`src/rtl/demux_scheduler_if.sv`:
```
// Bundle of producer-side and consumer-side signals for the demux scheduler.
// The slave modport is the scheduler's view; master is the environment's view.
interface demux_scheduler_if;
  logic        in_valid;
  logic        in_ready;
  logic [15:0] in_data;
  logic [3:0]  in_dest;
  logic        mode;
  logic [15:0] chan_en;
  logic [15:0] out_valid;
  logic [15:0] out_data;
  logic [15:0] out_ready;
  logic        drop;
  logic        busy;
  logic [7:0]  xfer_count;

  modport slave (
    input  in_valid, in_data, in_dest, mode, chan_en, out_ready,
    output in_ready, out_valid, out_data, drop, busy, xfer_count
  );

  modport master (
    output in_valid, in_data, in_dest, mode, chan_en, out_ready,
    input  in_ready, out_valid, out_data, drop, busy, xfer_count
  );
endinterface

```
`src/rtl/demux_scheduler.sv`:
```
// Single-word demultiplexer: captures one word and offers it to one of 16
// channels, selected by address or by a round-robin search over enabled channels.
module demux_scheduler (
  input  logic               clk,
  input  logic               rst,
  demux_scheduler_if.slave   bus
);

  typedef enum logic {
    IDLE = 1'b0,
    SEND = 1'b1
  } state_t;

  state_t      state;
  state_t      state_next;
  logic [3:0]  dest_q;
  logic [3:0]  rr_ptr;
  logic [15:0] data_q;
  logic        drop_q;
  logic [7:0]  count_q;

  logic [3:0]  cand;
  logic [3:0]  rr_dest;
  logic        rr_found;
  logic [3:0]  sel_dest;
  logic        sel_ok;
  logic        accept;
  logic        complete;
  logic [15:0] valid_vec;

  // Search upward from the slot after rr_ptr; rr_ptr itself is the last candidate.
  always_comb begin
    rr_found = 1'b0;
    rr_dest  = rr_ptr;
    cand     = rr_ptr;
    for (int i = 1; i <= 16; i++) begin
      cand = rr_ptr + 4'(i);
      if (!rr_found && bus.chan_en[cand]) begin
        rr_found = 1'b1;
        rr_dest  = cand;
      end
    end
  end

  always_comb begin
    sel_dest = bus.mode ? rr_dest : bus.in_dest;
    sel_ok   = bus.mode ? rr_found : bus.chan_en[bus.in_dest];
    accept   = (state == IDLE) && bus.in_valid;
    complete = (state == SEND) && bus.out_ready[dest_q];
  end

  always_ff @(posedge clk) begin
    if (rst) begin
      state <= IDLE;
    end else begin
      state <= state_next;
    end
  end

  always_comb begin
    state_next = state;
    case (state)
      IDLE:    if (accept && sel_ok) state_next = SEND;
      SEND:    if (complete)         state_next = IDLE;
      default: state_next = IDLE;
    endcase
  end

  // Destination is frozen at acceptance so later mode/enable changes cannot redirect it.
  always_ff @(posedge clk) begin
    if (rst) begin
      data_q  <= 16'h0000;
      dest_q  <= 4'h0;
      drop_q  <= 1'b0;
      count_q <= 8'h00;
      rr_ptr  <= 4'hF;
    end else begin
      drop_q <= 1'b0;
      if (accept) begin
        data_q <= bus.in_data;
        if (sel_ok) begin
          dest_q <= sel_dest;
        end else begin
          drop_q <= 1'b1;
        end
      end
      if (complete) begin
        rr_ptr  <= dest_q;
        count_q <= count_q + 8'd1;
      end
    end
  end

  always_comb begin
    valid_vec = 16'h0000;
    if (state == SEND) valid_vec[dest_q] = 1'b1;
  end

  assign bus.in_ready   = (state == IDLE);
  assign bus.busy       = (state == SEND);
  assign bus.out_valid  = valid_vec;
  assign bus.out_data   = data_q;
  assign bus.drop       = drop_q;
  assign bus.xfer_count = count_q;

endmodule

```
`src/flat_wrapper.sv`:
```
// flat-port wrapper written by rule: the top's interface ports become plain ports
module demux_scheduler_flat 
  (clk, rst, bus_in_valid, bus_in_data, bus_in_dest, bus_mode, bus_chan_en, bus_out_ready, bus_in_ready, bus_out_valid, bus_out_data, bus_drop, bus_busy, bus_xfer_count);
  demux_scheduler_if bus_i ();
  input  logic clk;
  input  logic rst;
  input wire logic [$bits(bus_i.in_valid)-1:0] bus_in_valid;
  input wire logic [$bits(bus_i.in_data)-1:0] bus_in_data;
  input wire logic [$bits(bus_i.in_dest)-1:0] bus_in_dest;
  input wire logic [$bits(bus_i.mode)-1:0] bus_mode;
  input wire logic [$bits(bus_i.chan_en)-1:0] bus_chan_en;
  input wire logic [$bits(bus_i.out_ready)-1:0] bus_out_ready;
  output wire logic [$bits(bus_i.in_ready)-1:0] bus_in_ready;
  output wire logic [$bits(bus_i.out_valid)-1:0] bus_out_valid;
  output wire logic [$bits(bus_i.out_data)-1:0] bus_out_data;
  output wire logic [$bits(bus_i.drop)-1:0] bus_drop;
  output wire logic [$bits(bus_i.busy)-1:0] bus_busy;
  output wire logic [$bits(bus_i.xfer_count)-1:0] bus_xfer_count;
  assign bus_i.in_valid = bus_in_valid;
  assign bus_i.in_data = bus_in_data;
  assign bus_i.in_dest = bus_in_dest;
  assign bus_i.mode = bus_mode;
  assign bus_i.chan_en = bus_chan_en;
  assign bus_i.out_ready = bus_out_ready;
  assign bus_in_ready = bus_i.in_ready;
  assign bus_out_valid = bus_i.out_valid;
  assign bus_out_data = bus_i.out_data;
  assign bus_drop = bus_i.drop;
  assign bus_busy = bus_i.busy;
  assign bus_xfer_count = bus_i.xfer_count;
  demux_scheduler u_core (.clk(clk), .rst(rst), .bus(bus_i));
endmodule
```
`config.mk`:
```
export PLATFORM = sky130hd
export DESIGN_NAME = demux_scheduler_flat
export DESIGN_NICKNAME = d
export VERILOG_FILES = /design/src/rtl/demux_scheduler_if.sv /design/src/rtl/demux_scheduler.sv /design/src/flat_wrapper.sv
export SDC_FILE = /design/constraint.sdc
export NUM_CORES = 1
export LEC_CHECK = 0
export CAP_MARGIN = 20
export CORE_MARGIN = 2
export CORE_UTILIZATION = 55
export DETAILED_ROUTE_END_ITERATION = 8
export PLACE_DENSITY = 0.84
export SETUP_SLACK_MARGIN = 0.5
export SLEW_MARGIN = 20
export SYNTH_ARGS = -nofsm -noshare
export SYNTH_HDL_FRONTEND = slang
export SYNTH_SLANG_ARGS = --single-unit
```
`constraint.sdc`:
```
create_clock -name clk -period 6.9 [get_ports clk]
set_input_delay 1.035 -clock clk [delete_from_list [all_inputs] [get_ports clk]]
set_output_delay 1.035 -clock clk [all_outputs]
set_load 0.005 [all_outputs]
```
### Word-level counts from Yosys, hierarchy flattened

Cells that the tools add are included.

| word-level totals | value |
|---|---|
| flip-flop bits (word level) | 34 |
| input bits | 56 |
| output and inout port bits | 43 |
| logic and storage cells | 156 |

| operators by class | value |
|---|---|
| add/subtract/negate cells | 16 |
| order comparisons | 19 |
| multiplexer cells | 77 |
| bitwise logic cells | 2 |
| reductions and logical operators | 36 |

Operators by type and width:

| cell | number |
|---|---|
| $lt 4x5->1 const B | 18 |
| $bmux 1 s4 | 18 |
| $mux 4 | 17 |
| $mux 1 | 39 |
| $add 4x4->4 const B | 8 |
| $logic_and 1x1->1 | 19 |
| $add 4x3->4 const B | 4 |
| $mux 16 | 1 |
| $logic_not 1->1 | 15 |
| $add 4x2->4 const B | 2 |
| $add 8x1->8 const B | 1 |
| $add 4x1->4 const B | 1 |
| $demux 1 s4 | 1 |
| $ge 4x1->1 const B | 1 |
| $not 1->1 | 2 |
| $pmux 1 s2 | 1 |
| $reduce_and 2->1 | 1 |
| $reduce_or 2->1 | 1 |

### Longest topological paths before layout

Gate-level depths: netlist (run 1).

| logic depth | value |
|---|---|
| word-level depth | 53 |
| depth in mapped cells | 17 |
| gate-level depth less buffers | 11 |

### Least setup slack after synthesis (run 1)

Ideal clock, no wire load.

| timing | value |
|---|---|
| path type | reg-to-reg |
| start | register u_core.rr_ptr[1] |
| end | register u_core.dest_q[3] |
| library setup time | 132 ps |
| arrival time | 3887 ps |
| required time | 6768 ps |
| path slack | 2881 ps |
| cell stages (with the launch flop) | 16 |
| cell sequence | dfxtp_1 -> buf_6 -> buf_6 -> clkbuf_1 -> inv_1 -> ha_1 -> buf_4 -> mux4_2 -> mux2i_1 -> mux2i_1 -> nand4b_4 -> or3_1 -> o32ai_1 -> a21oi_1 -> o31ai_1 -> nor3_1 |

| on the way | value |
|---|---|
| word-level cells in the longest chain between the ends | 51 |

Ends and longest elaborated chain:

| item | line | RTL |
|---|---|---|
| start: declaration | demux_scheduler.sv:17 | `logic [3:0] rr_ptr;` |
| start signal: assignment | demux_scheduler.sv:88 | `rr_ptr <= dest_q;` |
| $add 4x1->4 | demux_scheduler.sv:37 | `cand = rr_ptr + 4'(i);` |
| $bmux 1 s4 | demux_scheduler.sv:38 | `if (!rr_found && bus.chan_en[cand]) begin` |
| $mux 1 (not written as such) | demux_scheduler.sv:38 |  |
| $mux 1 | demux_scheduler.sv:38 |  |
| $logic_not 1->1 | demux_scheduler.sv:38 |  |
| $logic_and 1x1->1 | demux_scheduler.sv:38 |  |
| $mux 1 | demux_scheduler.sv:38 |  |
| $logic_not 1->1 | demux_scheduler.sv:38 |  |
| [... 35 more ...] | -- |  |
| $logic_not 1->1 | demux_scheduler.sv:38 |  |
| $logic_and 1x1->1 | demux_scheduler.sv:38 |  |
| $mux 1 | demux_scheduler.sv:38 |  |
| $logic_not 1->1 | demux_scheduler.sv:38 |  |
| $logic_and 1x1->1 | demux_scheduler.sv:38 |  |
| $mux 1 | demux_scheduler.sv:38 |  |
| $mux 1 | demux_scheduler.sv:47 | `sel_ok = bus.mode ? rr_found : bus.chan_en[bus.in_dest];` |
| $reduce_and 2->1 (no source line) | -- |  |
| end signal: assignment | demux_scheduler.sv:82 | `dest_q <= sel_dest;` |
| end: declaration | demux_scheduler.sv:16 | `logic [3:0] dest_q;` |

Several ways; a longest one is shown, not always the timed one. The select of a mux whose other input is x is not followed.
A chain may end at the register's enable or synchronous reset.

### Final worst setup path (run 1)

Ends and elaborated chain as after synthesis.

==> PnR_summary.wiki, run 1 <==
{| class="wikitable"
! Metric !! Value
|-
| Number of detailed-routing iterations run before antenna repair || 5
|-
| Launching element type of the critical path || flip-flop
|-
| Layout Utilization || 72.51%
|-
| Number of buffers and inverters on the critical path || 2
|-
| Unrepaired setup endpoints after global routing || no
|-
| Peak supply drop || 0.1285 mV
|-
| Floorplan core area || 7214 um^2
|-
| Max Clk Rate || 204.1 MHz
|-
| Starting utilization of the core area || 56.75%
|-
| Per-cell routed wire length || 21.44 um
|-
| Vias || 4485
|-
| Power per unit of standard cell area || 249.4 nW/um^2
|-
| Worst path cell trace || buf_4 -> inv_1 -> ha_1 -> mux4_2 -> mux2i_1 -> mux2i_1 -> nand4b_4 -> nor3_4 -> nand2_1 -> o21ai_1 -> o31ai_1 -> nor3_1
|-
| Hold/Removal Path Class || flip-flop to flip-flop
|-
| Number of enable flip-flop cells after synthesis || 0
|-
| Post-synth net total || 547
|-
| GRT Resource Usage Total || 34.74%
|-
| Die Wd || 90.28 um
|-
| P&R area growth vs syn || 27.78%
|-
| Insertion delay to the later sink of the worst-skew pair || 0.29 ns
|-
| Clock Sinks || 34
|-
| Most used cells in the layout excluding fill and tap cells || 98 x sky130_fd_sc_hd__clkdlybuf4s50_1, 68 x sky130_fd_sc_hd__nand2_1, 47 x sky130_fd_sc_hd__nor2_1, 35 x sky130_fd_sc_hd__mux4_2, 34 x sky130_fd_sc_hd__dfxtp_1
|-
| Accumulated negative setup slack || 0 ns
|-
| Setup repair bufs after CTS || 0
|-
| Total instance count after detailed placement || 658
|-
| Type of destination of the critical path || flip-flop
|-
| Total die area || 8150 um^2
|-
| Largest area contributor in the synthesized netlist || sky130_fd_sc_hd__mux4_2
|-
| Residual antenna-violating net count after detailed routing || 0
|-
| Leakage power total || 1.913 nW
|-
| Clock Root Buffer || sky130_fd_sc_hd__clkbuf_8
|-
| Class of the most critical setup path || flip-flop to flip-flop
|-
| Vias per cell || 6.734
|-
| Design Area, Final || 5231 um^2
|-
| Startpoint of the worst hold path || u_core.bus.out_data[6]$_SDFFE_PP0P_
|-
| Mean post-synth cell area || 8.494 um^2
|-
| Most common library cell in the layout ignoring fill and taps || sky130_fd_sc_hd__clkdlybuf4s50_1
|-
| Slew at the pin closest to its max-slew limit || 1.056 ns
|-
| Hold_buf cts || 0
|-
| Number of hold violations in the final report || 0
|-
| Fraction of layout instances using a drive strength above 1 || 13.40%
|-
| Instance count of the mapped netlist || 482
|-
| Flip-flop and latch count after synthesis || 34
|-
| Global-route wire length before repair || 22.74 mm
|-
| Cell with the biggest individual delay on the critical path || sky130_fd_sc_hd__ha_1
|-
| Crit share post-route || 71.01%
|-
| Longest Clk Path Bufs || 2
|-
| DR iter-0 viols || 489
|-
| Non-filler instance count after layout || 666
|-
| Delay of the slowest cell on the worst path || 0.93 ns
|-
| Status || complete, no violations
|-
| Clock transition at the registers of the reported paths || 0.07 ns
|-
| Worst max-slew margin expressed relative to the limit || 29.47%
|-
| Number of buffers created by CTS || 5
|-
| CTS tree || yes
|-
| Number of gates resized after CTS || 0
|-
| Share of the yosys chip area belonging to registers || 16.63%
|-
| Ys async rst share || 0%
|-
| Synth top area cells || sky130_fd_sc_hd__mux4_2 19%, sky130_fd_sc_hd__dfxtp_1 17%, sky130_fd_sc_hd__mux2i_1 7.8%
|-
| Leading register cell type out of synthesis || sky130_fd_sc_hd__dfxtp_1
|-
| Delay-heaviest family, CP || multiplexers
|-
| Final Power || 1.305 mW
|-
| Number of setup violations in the final report || 0
|-
| Weighted congestion at the end of routability-driven global placement || 1.103
|-
| Share of the synthesized area in the top cell type || 19.25%
|-
| Arrival @ worst endpoint || 5.12 ns
|-
| CP startpoint || u_core.rr_ptr[1]$_SDFFE_PP1P_
|-
| Launching point of the worst reg2reg path || u_core.rr_ptr[1]$_SDFFE_PP1P_
|-
| Worst hold slack || 0.4574 ns
|-
| Number of antenna violations at the first check in global routing || 0
|-
| Setup Skew || 0.005572 ns
|-
| Syn Std Cell Area || 4094 um^2
|-
| Largest net degree at the start of global routing || 32
|-
| Deepest level of the CTS H-tree || 2
|-
| Library cell appearing most often on the critical path || sky130_fd_sc_hd__mux2i_1
|-
| Final HPWL DP || 10.87 mm
|-
| Pins over their slew limit || 0
|-
| Wirelength, routed || 14.28 mm
|-
| Max_cap viols || 0
|-
| Worst-path maximum fanout || 28
|-
| Vias in the first global route || 4324
|-
| Fin crit period || 4.900 ns
|-
| Yosys cell types || 67
|-
| Setup slack after layout || 2.000 ns
|-
| Data required time of the critical path || 7.12 ns
|-
| Net count reported at finish || 631
|-
| # DRC || 0
|-
| Total congestion overflow after global routing || 0
|-
| Total of buffers placed on input and output ports || 98
|-
| # IOs || 99
|-
| Post-Place Worst Slack || 2.068 ns
|-
| Vertical die dimension || 90.28 um
|-
| Number of diodes added for antenna fixing || 0
|-
| Cell area after placement || 5094 um^2
|-
| Number of warnings reported in the yosys synthesis log || 0
|-
| Number of placement rows || 31
|}
[path summary, 6_finish.rpt]
check | endpoint | slack [ns] | cells past startpoint
setup / recovery | u_core.dest_q[3]$_SDFFE_PP0P_ | 2.00 | 12
setup reg to reg | u_core.dest_q[3]$_SDFFE_PP0P_ | 2.00 | 12
hold reg to reg | u_core.bus.out_data[6]$_SDFFE_PP0P_ | 0.46 | 2
hold / removal | u_core.bus.out_data[6]$_SDFFE_PP0P_ | 0.46 | 2
[final cells by class]
class                   count  area [um^2]
multi-input cells         410         3233
well taps                  99        123.9
inverters                  14        52.55
flip-flops and latches     34        680.7
clock buffers               5        68.82
clock inverters             3        68.82
fillers                   555         1983
repair buffers            101         1003
[metal layers]
| layer | vias up | global-route usage, % | routed length [um] |
|---|---|---|---|
| li1 | 2009 | - | - |
| met1 | 2087 | 40.84 | 5237 |
| met2 | 327 | 60.21 | 6869 |
| met3 | 62 | 6.761 | 1389 |
| met4 | 0 | 17.95 | 783 |
| met5 | - | 0 | 0 |
[worst register-to-register path, stage by stage, from the launching register on]
cell and delay [ns]:
sky130_fd_sc_hd__dfxtp_1 0.31, sky130_fd_sc_hd__buf_4 0.36, sky130_fd_sc_hd__inv_1 0.28, sky130_fd_sc_hd__ha_1 0.93
sky130_fd_sc_hd__mux4_2 0.67, sky130_fd_sc_hd__mux2i_1 0.34, sky130_fd_sc_hd__mux2i_1 0.25, sky130_fd_sc_hd__nand4b_4 0.34
sky130_fd_sc_hd__nor3_4 0.44, sky130_fd_sc_hd__nand2_1 0.17, sky130_fd_sc_hd__o21ai_1 0.43, sky130_fd_sc_hd__o31ai_1 0.17
sky130_fd_sc_hd__nor3_1 0.13
[registers in the layout, indices dropped and copies added, names as in the netlist]
name / cells
u_core.dest_q: 4
u_core.bus.drop: 1
u_core.bus.out_data: 16
u_core.rr_ptr: 4
u_core.bus.busy: 1
u_core.bus.xfer_count: 8
[synth_stat cells (all sizes together) (2+ instances only)]
master   number
nor4b         2
nor3         15
clkbuf       13
mux2i        33
o31ai         4
buf          11
a21o          3
or3           4
xnor2        11
dfxtp        34
mux4         35
nand4         7
a2bb2oi       3
o211ai        7
and4          2
ha            9
a211oi        7
inv          13
a21oi        32
and3         10
nor2         48
nor2b         2
a311oi        5
nand4b        2
mux2         16
nand2b        7
a31oi         4
nand3b        3
o2111ai       2
nand3        19
nand2        68
o311ai        2
o2bb2ai       2
and2          2
o21ai        14
o22ai         4
o21a          2
xor2          8
[report_power, final]
group	internal (mW)	leakage, nW	switching, mW
registers	0.212	0.278	0.0342
logic	0.353	1.57	0.484
clock network	0.145	0.0683	0.0765
[kinds of logic after synthesis]
group                      Yosys count  synth area share [%]
and+or+nand+nor                    193                 22.89
AOI/OAI and AO/OA                  105                 17.08
muxes                               84                 31.82
buffers and inverters               38                 4.401
DFF                                 34                 16.63
xor gates and xnor gates            19                 4.432
adders and majority gates            9                 2.751
Note: power is estimated with default switching activity, not from simulation.
==> inputs of run 2 (changes only) <==
CORE_UTILIZATION = 46   (was 55)
PLACE_DENSITY = 0.75   (was 0.84)
clock period = 4.2 ns   (was 6.9 ns; I/O delays follow)
==> run 2 against run 1 <==
Worst hold slack got worse by 0.0011 ns. Non-clock buffer count increased by 35. Critical endpoint is now u_core.dest_q[2]$_SDFFE_PP0P_. Via count decreased by 1.5%. Die area increased by 19%. Final cell count increased by 6.6%. Wire length decreased by 0.18%. Core utilization decreased by 8.5 points. Sequential power increased by 59%.
==> PnR_summary.wiki, run 2 (synthesis gave the netlist of run 1 again) <==
{| class="wikitable"
! Metric !! Value
|-
| Number of diodes added for antenna fixing || 0 (unchanged)
|-
| Pins over their slew limit || 0 (unchanged)
|-
| Final Power || 2.200 mW (+69%)
|-
| Crit share post-route || 86.74%
|-
| Net count reported at finish || 666 (+5.5%)
|-
| Setup slack after layout || 0.5569 ns (-1.443 ns)
|-
| Vias in the first global route || 4332 (+0.19%)
|-
| Worst-path maximum fanout || 8 (-71%)
|-
| P&R area growth vs syn || 35.67%
|-
| Design Area, Final || 5554 um^2 (+6.2%)
|-
| Power per unit of standard cell area || 396.2 nW/um^2 (+59%)
|-
| Clock transition at the registers of the reported paths || 0.07 ns (about the same)
|-
| Type of destination of the critical path || flip-flop
|-
| Unrepaired setup endpoints after global routing || yes
|-
| Max_cap viols || 0 (unchanged)
|-
| Deepest level of the CTS H-tree || 2 (unchanged)
|-
| Data required time of the critical path || 4.36 ns (-2.76 ns)
|-
| Clock Root Buffer || sky130_fd_sc_hd__clkbuf_8
|-
| Vias per cell || 6.224 (-7.6%)
|-
| Number of setup violations in the final report || 0 (unchanged)
|-
| Insertion delay to the later sink of the worst-skew pair || 0.28 ns (about the same)
|-
| Worst hold slack || 0.4563 ns (-0.001131 ns)
|-
| Floorplan core area || 8678 um^2 (+20%)
|-
| Vias || 4419 (-1.5%)
|-
| Slew at the pin closest to its max-slew limit || 1.037 ns (-0.01897 ns)
|-
| Per-cell routed wire length || 20.08 um (-6.4%)
|-
| Starting utilization of the core area || 47.17% (-9.6 points)
|-
| Number of hold violations in the final report || 0 (unchanged)
|-
| Residual antenna-violating net count after detailed routing || 0 (unchanged)
|-
| Number of placement rows || 34 (+9.7%)
|-
| Hold/Removal Path Class || flip-flop to flip-flop
|-
| Layout Utilization || 64.00% (-8.5 points)
|-
| Non-filler instance count after layout || 710 (+6.6%)
|-
| Minimum setup slack among reg-to-reg paths || 0.64 ns (-1.36 ns)
|-
| Die Wd || 98.34 um (+8.9%)
|-
| Total congestion overflow after global routing || 0 (unchanged)
|-
| Longest Clk Path Bufs || 2 (unchanged)
|-
| Peak supply drop || 0.1836 mV (+43%)
|-
| Depth of the most critical reg-to-reg path || 11 (-1)
|-
| Number of antenna violations at the first check in global routing || 0 (unchanged)
|-
| Launching element type of the critical path || primary input
|-
| Wirelength, routed || 14.25 mm (-0.18%)
|-
| # DRC || 0 (unchanged)
|-
| Total instance count after detailed placement || 691 (+5.0%)
|-
| # IOs || 99 (unchanged)
|-
| Startpoint of the worst hold path || u_core.bus.out_data[7]$_SDFFE_PP0P_
|-
| Worst max-slew margin expressed relative to the limit || 30.74% (+1.3 points)
|-
| Most used cells in the layout excluding fill and tap cells || 93 x sky130_fd_sc_hd__clkdlybuf4s50_1, 68 x sky130_fd_sc_hd__nand2_1, 46 x sky130_fd_sc_hd__nor2_1, 36 x sky130_fd_sc_hd__buf_4, 35 x sky130_fd_sc_hd__mux4_2
|-
| Accumulated negative setup slack || 0 ns (unchanged)
|-
| Total die area || 9671 um^2 (+19%)
|-
| Setup Skew || 0.005482 ns (-0.00009023 ns)
|-
| Number of buffers created by CTS || 5 (unchanged)
|-
| Post-Place Worst Slack || 0.07084 ns (-1.997 ns)
|-
| Fraction of layout instances using a drive strength above 1 || 20.10% (+6.7 points)
|-
| Fin crit period || 3.643 ns
|-
| Weighted congestion at the end of routability-driven global placement || 1.036 (-6.1%)
|-
| CTS tree || yes
|-
| Launching point of the worst reg2reg path || u_core.rr_ptr[0]$_SDFFE_PP1P_
|-
| WHS Path Cells || 2 (unchanged)
|-
| Clock Sinks || 34 (unchanged)
|-
| Number of detailed-routing iterations run before antenna repair || 5 (unchanged)
|-
| Cell area after placement || 5300 um^2 (+4.1%)
|-
| Vertical die dimension || 98.34 um (+8.9%)
|-
| Global-route wire length before repair || 22.51 mm (-1.0%)
|-
| Total of buffers placed on input and output ports || 98 (unchanged)
|-
| GRT Resource Usage Total || 28.81% (-5.9 points)
|-
| Largest net degree at the start of global routing || 32 (unchanged)
|-
| Hold_buf cts || 0 (unchanged)
|-
| Leakage power total || 2.134 nW (+12%)
|-
| Status || complete, no violations
|-
| Final HPWL DP || 11.07 mm (+1.8%)
|-
| Max Clk Rate || 274.5 MHz
|-
| Hold EP || u_core.bus.out_data[7]$_SDFFE_PP0P_
|-
| Arrival @ worst endpoint || 3.80 ns (-1.32 ns)
|-
| R2R Path End || u_core.dest_q[0]$_SDFFE_PP0P_
|-
| Most common library cell in the layout ignoring fill and taps || sky130_fd_sc_hd__clkdlybuf4s50_1
|-
| Max FFs per register || 16 (unchanged)
|-
| DR iter-0 viols || 212 (-57%)
|-
| Class of the most critical setup path || primary input to flip-flop
|}
## run 2: cell count changes in the layout (fill, tap and decap cells not counted), sizes merged
cell and change:
clkinvlp +1, clkbuf +1, bufinv -2, buf +35, clkdlybuf4s50 -5, dlymetal6s2s +5
## run 2: where the power goes
| group | total [mW] | switching [mW] | internal, mW |
|---|---|---|---|
| Combinational | 1.56 | 0.864 | 0.696 |
| Clock | 0.248 | 0.117 | 0.132 |
| Sequential | 0.392 | 0.0433 | 0.349 |
## run 2: worst max-delay path by stage
| stage | startpoint | endpoint | slack [ns] | cells after the start |
|---|---|---|---|---|
| after floorplan | u_core.rr_ptr[1]$_SDFFE_PP1P_ | u_core.dest_q[3]$_SDFFE_PP0P_ | 0.50 | 14 |
| after detailed placement | bus_chan_en[8] | u_core.dest_q[3]$_SDFFE_PP0P_ | 0.07 | 10 |
| final | bus_chan_en[12] | u_core.dest_q[2]$_SDFFE_PP0P_ | 0.56 | 10 |
| after global placement | bus_chan_en[8] | u_core.dest_q[3]$_SDFFE_PP0P_ | -0.009 | 10 |
| after global routing | u_core.rr_ptr[0]$_SDFFE_PP1P_ | u_core.dest_q[0]$_SDFFE_PP0P_ | 0.43 | 11 |
| after CTS | bus_chan_en[3] | u_core.dest_q[3]$_SDFFE_PP0P_ | 0.50 | 10 |
## run 2: per-layer routing
metal | global-route usage [%] | wire [um]
met3 | 4.510 | 1167
met2 | 50.13 | 6871
met1 | 35.41 | 5535
met4 | 12.12 | 679
met5 | 0 | 0
## run 2: cell type report
type | count | area [um^2]
Timing Repair Buffer | 136 | 1286
Multi-Input combinational cell | 410 | 3303
Fill cell | 759 | 3124
Inverter | 14 | 52.55
Sequential cell | 34 | 681.9
Clock inverter | 2 | 12.51
Tap cell | 108 | 135.1
Clock buffer | 6 | 82.58
## run 2: critical path: stages
cell,delay [ns]
sky130_fd_sc_hd__clkdlybuf4s50_1,0.53
sky130_fd_sc_hd__mux4_2,0.57
sky130_fd_sc_hd__mux4_2,0.57
sky130_fd_sc_hd__nor2_2,0.16
sky130_fd_sc_hd__nand4b_4,0.22
sky130_fd_sc_hd__or3_4,0.42
sky130_fd_sc_hd__nor3_2,0.30
sky130_fd_sc_hd__nor2_1,0.16
sky130_fd_sc_hd__o2111ai_1,0.12
sky130_fd_sc_hd__a31oi_1,0.11
## run 2: what timing repair did
item	in CTS	in global routing
gates resized for setup	1	18
setup endpoints to repair	1	6
pin swaps	0	2
hold endpoints to repair	0	0
setup buffers	0	11
==> inputs of run 3 (changes only) <==
REMOVE_ABC_BUFFERS = 1   (was unset)
==> run 3 against run 2 <==
Critical path depth is the same. Core utilization grew 2.1 points. Via count grew 4.0%.
==> PnR_summary.wiki, run 3 (synthesis gave the netlist of run 1 again) <==
{| class="wikitable"
! Metric !! Value
|-
| Number of antenna violations at the first check in global routing || 0 (unchanged)
|-
| Slew at the pin closest to its max-slew limit || 0.6579 ns (-0.3789 ns)
|-
| Power per unit of standard cell area || 421.4 nW/um^2 (+6.4%)
|-
| Worst max-slew margin expressed relative to the limit || 55.93% (+25 points)
|-
| Net count reported at finish || 672 (+0.90%)
|-
| Library cell appearing most often on the critical path || sky130_fd_sc_hd__mux4_2
|-
| Worst path cell trace || clkdlybuf4s50_1 -> mux4_2 -> mux4_2 -> nor2_2 -> nand4b_4 -> or3_4 -> o32ai_1 -> a21oi_1 -> o31ai_1 -> nor3_1
|-
| Clock Sinks || 34 (unchanged)
|-
| Number of setup violations in the final report || 0 (unchanged)
|-
| Clock transition at the registers of the reported paths || 0.07 ns (about the same)
|-
| Clock Root Buffer || sky130_fd_sc_hd__clkbuf_8
|-
| Vias || 4597 (+4.0%)
|-
| Switching power of the nets || 1.082 mW (+5.7%)
|-
| Wirelength, routed || 14.82 mm (+4.0%)
|-
| Cell with the biggest individual delay on the critical path || sky130_fd_sc_hd__mux4_2
|-
| Number of diodes added for antenna fixing || 0 (unchanged)
|-
| Fraction of power consumed by sequential logic || 16.4% (-1.4 points)
|-
| Total of buffers placed on input and output ports || 98 (unchanged)
|-
| Number of detailed-routing iterations run before antenna repair || 5 (unchanged)
|-
| Startpoint of the worst hold path || u_core.bus.out_data[10]$_SDFFE_PP0P_
|-
| Unrepaired setup endpoints after global routing || no
|-
| CP startpoint || bus_chan_en[13]
|-
| Number of hold violations in the final report || 0 (unchanged)
|-
| Delay of the slowest cell on the worst path || 0.60 ns (+0.03 ns)
|-
| Peak supply drop || 0.2208 mV (+20%)
|-
| Arrival @ worst endpoint || 3.74 ns (-0.06 ns)
|-
| Hold/Removal Path Class || flip-flop to flip-flop
|-
| Accumulated negative setup slack || 0 ns (unchanged)
|-
| Vertical die dimension || 98.34 um (unchanged)
|-
| Worst-path maximum fanout || 8 (unchanged)
|-
| Post-Place Worst Slack || 0.03925 ns (-0.03159 ns)
|-
| CTS tree || yes
|-
| GRT Resource Usage Total || 29.93% (+1.1 points)
|-
| Status || complete, no violations
|-
| Longest Clk Path Bufs || 2 (unchanged)
|-
| Internal Dissipation || 1.335 mW (+13%)
|-
| Leakage power total || 2.231 nW (+4.6%)
|-
| Data required time of the critical path || 4.36 ns (about the same)
|-
| Design Area, Final || 5736 um^2 (+3.3%)
|-
| # IOs || 99 (unchanged)
|-
| Insertion delay to the later sink of the worst-skew pair || 0.29 ns (about the same)
|-
| Portion of total power attributed to the clock network || 14.9% (+3.6 points)
|-
| Max FFs per register || 16 (unchanged)
|-
| Total die area || 9671 um^2 (unchanged)
|-
| Vias in the first global route || 4322 (-0.23%)
|-
| Setup Skew || 0.006797 ns (+0.001315 ns)
|-
| Final HPWL DP || 11.55 mm (+4.3%)
|-
| Number of buffers and inverters on the critical path || 1 (unchanged)
|-
| Deepest level of the CTS H-tree || 2 (unchanged)
|-
| Layout Utilization || 66.09% (+2.1 points)
|-
| Largest net degree at the start of global routing || 31 (-3.1%)
|-
| Floorplan core area || 8678 um^2 (unchanged)
|-
| Non-filler instance count after layout || 716 (+0.85%)
|-
| Most common library cell in the layout ignoring fill and taps || sky130_fd_sc_hd__clkdlybuf4s50_1
|-
| Pins over their slew limit || 0 (unchanged)
|-
| WHS Path Cells || 2 (unchanged)
|-
| Number of placement rows || 34 (unchanged)
|-
| Class of the most critical setup path || primary input to flip-flop
|-
| Launching point of the worst reg2reg path || u_core.rr_ptr[1]$_SDFFE_PP1P_
|-
| Fin crit period || 3.582 ns (-0.06157 ns)
|-
| Crit share post-route || 85.27% (-1.5 points)
|-
| Sequential cell area in the final layout || 680.7 um^2 (-0.18%)
|-
| P&R area growth vs syn || 40.10%
|-
| Residual antenna-violating net count after detailed routing || 0 (unchanged)
|-
| Total instance count after detailed placement || 693 (+0.29%)
|-
| Net switching fraction of the power || 44.78% (-1.8 points)
|-
| Depth of the most critical reg-to-reg path || 12 (+1)
|-
| Vias per cell || 6.420 (+3.2%)
|-
| Weighted congestion at the end of routability-driven global placement || 0.9193 (-11%)
|-
| Relative contribution of combinational cells to total power || 68.6% (-2.3 points)
|-
| Global-route wire length before repair || 23.10 mm (+2.6%)
|-
| Max_cap viols || 0 (unchanged)
|-
| Fraction of layout instances using a drive strength above 1 || 22.20% (+2.1 points)
|-
| Most used cells in the layout excluding fill and tap cells || 89 x sky130_fd_sc_hd__clkdlybuf4s50_1, 68 x sky130_fd_sc_hd__nand2_1, 45 x sky130_fd_sc_hd__nor2_1, 41 x sky130_fd_sc_hd__buf_4, 35 x sky130_fd_sc_hd__mux4_2
|-
| Launching element type of the critical path || primary input
|-
| Starting utilization of the core area || 47.17% (unchanged)
|-
| Cell area after placement || 5300 um^2 (unchanged)
|-
| Total congestion overflow after global routing || 0 (unchanged)
|-
| Max Clk Rate || 279.2 MHz (+1.7%)
|-
| Number of buffers created by CTS || 5 (unchanged)
|-
| Setup slack after layout || 0.6185 ns (+0.06157 ns)
|-
| Per-cell routed wire length || 20.70 um (+3.1%)
|-
| Die Wd || 98.34 um (unchanged)
|-
| Fill cell count || 710 (-6.5%)
|-
| Path length in cells of the critical path || 10 (unchanged)
|-
| Type of destination of the critical path || flip-flop
|-
| Delay-heaviest family, CP || multiplexers
|-
| # DRC || 0 (unchanged)
|-
| DR iter-0 viols || 255 (+20%)
|-
| Total area of multi-input combinational cells || 3372 um^2 (+2.1%)
|}
-- run 3: cell count changes in the layout (fill, tap and decap cells not counted), moves of 2 or more --
cell                              previous run  this run
sky130_fd_sc_hd__clkdlybuf4s50_1            93        89
sky130_fd_sc_hd__mux2i_2                     1         3
sky130_fd_sc_hd__buf_4                      36        41
sky130_fd_sc_hd__dlymetal6s2s_1              5         9
sky130_fd_sc_hd__bufinv_16                   0         2
sky130_fd_sc_hd__mux2i_1                    31        29
-- run 3: per-layer routing --
metal,share of wire [%],global-route usage (%),up-vias
met2,48,50.13,261
met4,4.7,14.54,0
met1,39,36.93,2183
li1,-,-,2097
met3,8.4,5.798,56
met5,0,0,-
-- run 3: path summary, 6_finish.rpt --
path | slack (ns) | end
min reg2reg | 0.45 | u_core.bus.out_data[10]$_SDFFE_PP0P_
max | 0.62 | u_core.dest_q[3]$_SDFFE_PP0P_
max reg2reg | 0.64 | u_core.dest_q[0]$_SDFFE_PP0P_
min | 0.45 | u_core.bus.out_data[10]$_SDFFE_PP0P_
-- run 3: worst register-to-register path, stage by stage, from the launching register on --
cell,delay [ns]
sky130_fd_sc_hd__dfxtp_1,0.40
sky130_fd_sc_hd__inv_1,0.08
sky130_fd_sc_hd__ha_1,0.32
sky130_fd_sc_hd__buf_12,0.19
sky130_fd_sc_hd__mux4_2,0.60
sky130_fd_sc_hd__mux2_2,0.36
sky130_fd_sc_hd__mux2_2,0.37
sky130_fd_sc_hd__a211oi_1,0.25
sky130_fd_sc_hd__nor3_1,0.09
sky130_fd_sc_hd__a211oi_2,0.25
sky130_fd_sc_hd__nand4_1,0.15
sky130_fd_sc_hd__xnor2_1,0.19
sky130_fd_sc_hd__o41ai_2,0.22
-- run 3: cell type report --
cell class | count | area share [%]
multi-input combinational | 410 | 58.79
clock inverter | 3 | 1.200
tap | 108 | 2.356
inverter | 14 | 0.9162
timing repair buffer | 142 | 23.67
sequential | 34 | 11.87
clock buffer | 5 | 1.200
-- run 3: stage by stage --
step | hold slack, ns | total power [mW]
after floorplan | 0.4467 | 1.340
after global placement | 0.4418 | 1.892
after detailed placement | 0.4472 | 1.883
after CTS | 0.4567 | 2.256
after global routing | 0.4732 | 2.543
final | 0.4548 | 2.417
-- run 3: timing repair --
item                       CTS  global route
setup endpoints to repair    2             6
hold buffers                 0             0
pin swaps                    0             4
resized for setup            3            37
buffers inserted             0            15
-- run 3: power groups by stage --
stage / registers, mW / clock network [mW] / logic (mW)
2_1_floorplan: 0.414 / 0 / 0.926
3_3_place_gp: 0.401 / 0 / 1.49
3_5_place_dp: 0.403 / 0 / 1.48
4_1_cts: 0.396 / 0.366 / 1.49
5_1_grt: 0.402 / 0.379 / 1.76
6_report: 0.397 / 0.361 / 1.66
